==> src/rtl/rob_order_tracker.sv <==
// rob_order_tracker: program-order record of renamed ops. Tracks completion,
// retires in order, truncates on mispredict recovery and publishes the live-tag
// mask plus insert feedback that the rename-stage tag allocator relies on.
module rob_order_tracker #(
    parameter int ROB_DEPTH = 16,
    parameter int ROB_W     = $clog2(ROB_DEPTH)
) (
    input  logic                 clk,
    input  logic                 rst_n,
    input  logic                 flush_i,
    input  logic                 recover_i,
    input  logic [ROB_W-1:0]     recover_tag_i,
    input  logic                 alloc_valid_i,
    input  logic [ROB_W-1:0]     alloc_tag_i,
    output logic                 alloc_ready_o,
    output logic                 rob_alloc_fire_o,
    output logic [ROB_W-1:0]     rob_alloc_tag_o,
    output logic [ROB_DEPTH-1:0] live_tag_o,
    input  logic                 complete_valid_i,
    input  logic [ROB_W-1:0]     complete_tag_i,
    output logic                 commit_valid_o,
    output logic [ROB_W-1:0]     commit_tag_o,
    input  logic                 commit_ready_i,
    output logic [ROB_W:0]       count_o,
    output logic                 empty_o,
    output logic                 full_o,
    output logic                 dup_err_o
);

    localparam int PTR_W = ROB_W + 1;

    logic [ROB_W-1:0]     order_q [ROB_DEPTH];
    logic [PTR_W-1:0]     head_q, head_d, tail_q, tail_d;
    logic [ROB_DEPTH-1:0] live_q, live_d, done_q, done_d;
    logic                 dupErr_q, dupErr_d;

    logic [PTR_W-1:0]     count;
    logic                 empty, full, fire, commitFire;
    logic [ROB_W-1:0]     headTag;
    logic                 recFound, recApply;
    logic [PTR_W-1:0]     recOff;
    logic [ROB_W-1:0]     searchIdx, squashIdx;

    // Occupancy and handshake flags derived from the wrap-bit pointers.
    always_comb begin
        count      = tail_q - head_q;
        empty      = (head_q == tail_q);
        full       = (head_q[ROB_W-1:0] == tail_q[ROB_W-1:0]) && (head_q[ROB_W] != tail_q[ROB_W]);
        headTag    = order_q[head_q[ROB_W-1:0]];
        fire       = alloc_valid_i && !full && !flush_i && !recover_i;
        commitFire = !empty && done_q[headTag] && !flush_i && commit_ready_i;
    end

    // Locate the oldest in-flight entry holding the recovering tag.
    always_comb begin
        recFound  = 1'b0;
        recOff    = '0;
        searchIdx = '0;
        for (int i = 0; i < ROB_DEPTH; i++) begin
            searchIdx = head_q[ROB_W-1:0] + ROB_W'(i);
            if (!recFound && (PTR_W'(i) < count) && (order_q[searchIdx] == recover_tag_i)) begin
                recFound = 1'b1;
                recOff   = PTR_W'(i);
            end
        end
        recApply = recover_i && !flush_i && recFound && live_q[recover_tag_i];
    end

    // Next-state: complete, then commit, then squash (so a squash wins), then alloc.
    always_comb begin
        head_d    = head_q;
        tail_d    = tail_q;
        live_d    = live_q;
        done_d    = done_q;
        squashIdx = '0;
        dupErr_d  = dupErr_q | (fire && live_q[alloc_tag_i]);
        if (flush_i) begin
            head_d = '0;
            tail_d = '0;
            live_d = '0;
            done_d = '0;
        end else begin
            if (complete_valid_i && live_q[complete_tag_i]) begin
                done_d[complete_tag_i] = 1'b1;
            end
            if (commitFire) begin
                live_d[headTag] = 1'b0;
                done_d[headTag] = 1'b0;
                head_d          = head_q + PTR_W'(1);
            end
            if (recApply) begin
                tail_d = head_q + recOff + PTR_W'(1);
                for (int j = 0; j < ROB_DEPTH; j++) begin
                    squashIdx = head_q[ROB_W-1:0] + ROB_W'(j);
                    if ((PTR_W'(j) > recOff) && (PTR_W'(j) < count)) begin
                        live_d[order_q[squashIdx]] = 1'b0;
                        done_d[order_q[squashIdx]] = 1'b0;
                    end
                end
            end
            if (fire) begin
                live_d[alloc_tag_i] = 1'b1;
                done_d[alloc_tag_i] = 1'b0;
                tail_d              = tail_q + PTR_W'(1);
            end
        end
    end

    // State registers; the order FIFO slot at the tail is written on insert.
    always_ff @(posedge clk or negedge rst_n) begin
        if (!rst_n) begin
            head_q   <= '0;
            tail_q   <= '0;
            live_q   <= '0;
            done_q   <= '0;
            dupErr_q <= 1'b0;
            for (int k = 0; k < ROB_DEPTH; k++) begin
                order_q[k] <= '0;
            end
        end else begin
            head_q   <= head_d;
            tail_q   <= tail_d;
            live_q   <= live_d;
            done_q   <= done_d;
            dupErr_q <= dupErr_d;
            if (fire) begin
                order_q[tail_q[ROB_W-1:0]] <= alloc_tag_i;
            end
        end
    end

    // Output drive.
    always_comb begin
        alloc_ready_o    = !full;
        rob_alloc_fire_o = fire;
        rob_alloc_tag_o  = alloc_tag_i;
        live_tag_o       = live_q;
        commit_valid_o   = !empty && done_q[headTag] && !flush_i;
        commit_tag_o     = headTag;
        count_o          = count;
        empty_o          = empty;
        full_o           = full;
        dup_err_o        = dupErr_q;
    end

endmodule
==> config.mk <==
export PLATFORM = sky130hd
export DESIGN_NAME = rob_order_tracker
export DESIGN_NICKNAME = d
export VERILOG_FILES = /design/src/rtl/rob_order_tracker.sv
export SDC_FILE = /design/constraint.sdc
export NUM_CORES = 1
export LEC_CHECK = 0
export CORE_MARGIN = 3
export CORE_UTILIZATION = 55
export DETAILED_ROUTE_END_ITERATION = 8
export PLACE_DENSITY = 0.71
export REMOVE_ABC_BUFFERS = 1
export SLEW_MARGIN = 10
export SYNTH_ARGS = -nofsm -noshare
export SYNTH_HDL_FRONTEND = slang
export SYNTH_SLANG_ARGS = --single-unit
export TNS_END_PERCENT = 1
==> constraint.sdc <==
create_clock -name clk -period 8.04 [get_ports clk]
set_input_delay 0.804 -clock clk [delete_from_list [all_inputs] [get_ports clk]]
set_output_delay 0.804 -clock clk [all_outputs]
set_load 0.05 [all_outputs]
==> run summary <==
run status = completed
Clk pin slew, worst setup/hold paths = 0.09 ns
TritonRoute pass-1 iters = 6
GRT Util Overall = 45.12%
max-slew violations = 0
Seq. cell area = 0.002686 mm2
ys async rst share = 100.0%
final WL = 65600 um
sw power = 0.8475 mW
Sw Share = 44.15%
largest net degree at the start of global routing = 81
Finished Cell Area = 0.01573 mm2
Cells after Synth = 1614
Die W = 169.2 um
via count = 15.48k
Worst-Skew Late Latency = 0.36 ns
Starting Density = 56.07%
Worst setup SP type = register
Slew headroom = 13.26%
post-route setup slack = 0.4647 ns
htree depth = 3
maximum clock rate = 132.0 MHz
final hold violations = 0
proportion of layout cells with a drive suffix above 1 = 19.50%
Comb pwr share = 43.2%
Top FF cell, synth = dfrtp_1
number of flops mapped to enable cells by yosys = 0
post-synth top area cell = mux4_2
cell area after synthesis = 0.01465 mm2
Hold Crit Class = in2async
Die ar. = 0.02864 mm2
number of max-cap violations = 0
hpwl dp = 52160 um
CP arrival = 7.86 ns
Vias/cell = 7.889
Hold Buf Count CTS = 0
RSZ-0062 raised after global routing = no
io pins = 54
Port Buffers = 53
Sequential Power Share = 31.8%
routed len/inst = 33.44 um
Area after DPL = 0.01540 mm2
Floorplan Core Area = 0.02613 mm2
initial antenna violation count = 2
Final min period = 7.575 ns
pre-CTS setup slack = 1.014 ns
post-synth cell types = 100
buffer levels on the longest clock path = 2
Setup Crit Path Kind = reg2reg
row count = 59
post-CTS sizing = 0
Nets = 1662
commonest non-fill, non-tap cell in the layout = nand2_1
RD Place Congestion = 1.132
WP data required = 8.32 ns
Cell Pwr Density = 122.1 mW/mm2
number of global-route vias before repair = 14.68k
Internal Power = 1.072 mW
CTS sink cnt = 107
DRT antenna net count = 0
most frequent cells in the layout = nand2_1, nor2_1, mux4_2, dfrtp_1, mux2_2
Setup Fix Bufs, Post-CTS = 0
Clock Skews = 0.01628 ns
fin crit share = 94.22%
Layout area overhead = 7.335%
Seq/Total Area, Yosys = 18.27%
ranking of synthesized cells by area = mux4_2, dfrtp_1, mux2_2
post-synth top area share = 18.44%
CP endpoint kind = register
slew at the pin closest to its max-slew limit = 1.295 ns
global-route wire length before repair = 96880 um
TritonCTS Buffers = 9
Clk network pwr share = 25.0%
grt ovf = 0
Fillers = 2258
number of remaining DRC errors = 0
CP max FO = 30
Leak = 5.949 nW
number of DRC markers in iteration 0 = 2798
peak supply drop = 180.9 uV
CTS tree = yes
Die H = 169.2 um
Syn. warnings = 0
root buffer cell = clkbuf_16
footprint of the multi-input gates = 0.01130 mm2
final setup fails = 0
Avg Cell Area, Syn = 9.079 um2
Yosys reg bits = 107
==> metal layers <==
| metal | part of all wire, % | GRT usage (%) |
|---|---|---|
| met5 | 0.023 | 0 |
| met3 | 14 | 13.63 |
| met2 | 42 | 66.95 |
| met1 | 37 | 60.12 |
| met4 | 6.9 | 22.94 |
==> Yosys cell counts (18+ instances only) <==
cell type and n:
dfrtp_1 107, a31oi_1 22, nor4_1 33, ha_1 20
clkbuf_1 41, nand4_1 40, xnor2_1 49, nor3_1 61
o22ai_1 20, inv_1 49, nand2b_1 26, mux2i_1 70
nor2_1 134, mux2_2 85, xor2_1 26, or3_1 19
a21oi_1 54, mux4_2 120, o21ai_0 22, nand3_1 83
buf_2 21, buf_4 18, and3_1 24, nand2_1 153
==> worst paths after layout <==
kind	end	cells after the start	slack, ns	from
setup / recovery	done_q[6]$_DFF_PN0_	17	0.46	head_q[1]$_DFFE_PN0P_
min in group clk	dup_err_o$_DFF_PN0_	1	0.46	dup_err_o$_DFF_PN0_
hold / removal	done_q[8]$_DFF_PN0_	1	0.35	rst_n
hold reg to reg	dup_err_o$_DFF_PN0_	1	0.46	dup_err_o$_DFF_PN0_
setup reg to reg	done_q[6]$_DFF_PN0_	17	0.46	head_q[1]$_DFFE_PN0P_
max in group asynchronous	head_q[1]$_DFFE_PN0P_	2	6.23	rst_n
==> kinds of logic (layout without fill, tap and decap cells) <==
group           count (synthesis)  in the layout  synth area share [%]
xor+xnor                       83             83                 5.371
mux                           278            278                 30.01
fa+ha+maj                      22             22                 1.981
other cells                     0              1                     0
simple gates                  689            689                 24.74
buf+inv                       145            157                 4.714
compound gates                290            290                 14.92
flops                         107            107                 18.27
==> stage by stage <==
step | std cells | total power [mW] | util (%) | hold slack (ns) | setup TNS, ns
after global routing | 1961 | 1.967 | 60.17 | 0.3869 | 0
after CTS | 1961 | 1.877 | 60.17 | 0.3744 | 0
after global placement | 1945 | 1.396 | 58.93 | 0.4408 | 0
final | 1962 | 1.920 | 60.18 | 0.3542 | 0
after floorplan | 1521 | 1.100 | - | 0.5084 | -29.97
after detailed placement | 1945 | 1.406 | 58.93 | 0.4432 | 0
==> area by class of cell <==
type / instances / share of cell area [%]
multi-input combinational: 1362 / 71.86
sequential: 107 / 17.08
timing repair buffer: 89 / 5.076
tap: 335 / 2.665
clock buffer: 9 / 1.432
inverter: 52 / 1.241
clock inverter: 7 / 0.6285
antenna: 1 / 0.01591
==> sequential cells by signal, indices dropped and copies added (netlist names) <==
name and flops:
live_tag_o 16, done_q 16, dup_err_o 1, head_q 5, tail_q 5, order_q 64
==> power groups by stage <==
stage                     sequential, mW  clock (mW)  combinational, mW
after detailed placement           0.616           0              0.791
after global routing               0.612       0.498              0.856
after global placement             0.612           0              0.784
final                              0.611       0.480              0.828
after floorplan                    0.624           0              0.477
after CTS                          0.605       0.477              0.795
==> critical path, stage by stage, from the launching register on <==
cell       delay [ns]
dfrtp_4          0.53
inv_2            0.34
ha_2             0.76
buf_4            0.39
mux2i_1          0.14
and3_1           0.22
a2111oi_1        0.84
or3_1            0.21
nand3_1          0.07
or4_4            0.57
nand4_2          0.29
o31a_1           0.69
nor4_1           0.26
a2111oi_0        0.99
nand4_1          0.29
o31ai_1          0.38
o311ai_1         0.25
nor3b_1          0.24
Power figures use the tool's default switching activity.
==> variant (same settings) <==
Set the parameter `ROB_DEPTH` to 8 (it was 16).
--- a/src/rtl/rob_order_tracker.sv
+++ b/src/rtl/rob_order_tracker.sv
@@ -2,7 +2,7 @@
 // retires in order, truncates on mispredict recovery and publishes the live-tag
 // mask plus insert feedback that the rename-stage tag allocator relies on.
 module rob_order_tracker #(
-    parameter int ROB_DEPTH = 16,
+    parameter int ROB_DEPTH = 8,
     parameter int ROB_W     = $clog2(ROB_DEPTH)
 ) (
     input  logic                 clk,
Interface: changed (7 resized); port bits go from 54 to 40. No check against the original RTL was run, so the function may have changed too.
==> variant against the original RTL <==
First-iteration DRC count down 80%; combinational power down 70%; sequential cell count down 58; total power down 64%; setup slack better by 1.7 ns; cell area down 61%; sequential share of layout area up 3.0 points; area after synthesis down 61%; critical path depth down 1; synthesized cell count down 61%; routed wire length down 73%; maximum frequency up 28%; clock power down 67%; largest power group is now registers.
==> variant: results (changes against the original RTL) <==
status = completed
WL per Instance = 22.8 microns (-32%)
Synth area leaders = dfrtp_1 22%, mux4_2 9.5%, mux2i_1 8.1%
TritonCTS buffer count = 5 (-4)
setup slack on the worst flop-to-flop path = 2.13 ns (+1.67 ns)
adder-cell share of the synthesized area = 2.92% (+0.94 points)
Top reg by flops = order_q
clock network power share = 23.1% (-1.9 points)
Lkg Pwr = 2.43 nW (-59%)
H-tree depth = 2 (-1)
clock root buffer = clkbuf_8
Layout fillers = 866 (-62%)
Hold Path Sink = dup_err_o
Hold Crit Start = dup_err_o
sequential area share after synthesis = 21.7% (+3.4 points)
WHS = 0.499 ns (+0.145 ns)
Critical path destination = tail_q[2]
CP arrival = 6.10 ns (-1.76 ns)
Max Clock Skew = 0.0147 ns (-0.00158 ns)
max FFs per register = 24 (-63%)
Sw Share = 40.1% (-4.0 points)
Async SR Flop Fraction = 100% (unchanged)
Detailed Route WL = 17700 microns (-73%)
synth unique cells = 80 (-20%)
first-pass GRT wire length = 27600 microns (-71%)
Worst Reg-to-Reg Cells = 16 (-1)
leading area contributor after synthesis = dfrtp_1
Critical Path Fanout Max = 33 (+10%)
port bufs = 39 (-26%)
Synth Area in Compound Gates = 17.8% (+2.9 points)
worst skew pair latency = 0.32 ns (-0.04 ns)
GPL Wtd Cong = 1.01 (-11%)
Post-synth top cells = 63 x nand2_1, 54 x nor2_1, 49 x dfrtp_1, 46 x mux2i_1, 35 x a21oi_1
routed via count = 5196 (-66%)
combinational power = 0.249 mW (-70%)
Max-Slew Margin vs Limit = 26.9% (+14 points)
CP max stage delay = 1.10 ns (+0.11 ns)
dpl hpwl = 13600 microns (-74%)
multiplexer share of the synthesized area = 25.1% (-4.9 points)
vias in the first global route = 4974 (-66%)
largest net degree at the start of global routing = 50 (-38%)
crit start category = register
Final nets = 668 (-60%)
Reg-to-Reg Start = head_q[1]
number of post-CTS setup repair buffers = 0 (unchanged)
critical path's slowest cell = ha_1
placed cells = 766 (-61%)
cells after synthesis = 626 (-61%)
diode count = 0 (-1)
share of layout cells above drive strength 1 = 15.8% (-3.7 points)
First-pass DRT Iterations = 7 (+1)
initial antenna violation count = 0 (-2)
xor-xnor portion of the synthesized cell area = 5.66% (+0.29 points)
Hold WC Path Type = register to register
1st-iter DRT viols = 561 (-80%)
DRC violations left = 0 (unchanged)
CTS resizes = 0 (unchanged)
GRT Overall Usage = 31.0% (-14 points)
VDD IR max = 164 uV (-9.3%)
Placed Area = 6010 sq um (-61%)
variant: critical path: cells and delay by family, from the launching register on:
kind                       cells  cell delay, ns
adders and majority gates      3            1.68
DFF                            1            1.01
AOI/OAI and AO/OA              6            0.92
muxes                          2            0.83
and+or+nand+nor                2            0.73
xor gates and xnor gates       2            0.32
buffers and inverters          1            0.27
variant: cell type report:
class	instances	area share, %
Multi-Input combinational cell	513	67.1
Clock buffer	5	1.13
Tap cell	133	2.73
Sequential cell	49	20.1
Clock inverter	3	0.471
Timing Repair Buffer	43	6.80
Inverter	28	1.72
variant: per-stage QoR:
stage / power, mW / utilization, % / setup WS (ns)
after detailed placement: 0.530 / 60.6 / 2.23
after floorplan: 0.440 / - / 2.46
after global routing: 0.721 / 61.6 / 1.77
after CTS: 0.689 / 61.6 / 2.22
after global placement: 0.525 / 60.6 / 2.49
final: 0.690 / 61.6 / 2.13
variant: routing by layer:
layer	part of all wire (%)	track usage, %
met5	0	0
met4	3.9	12.4
met3	8.1	3.54
met2	46	49.0
met1	42	43.5
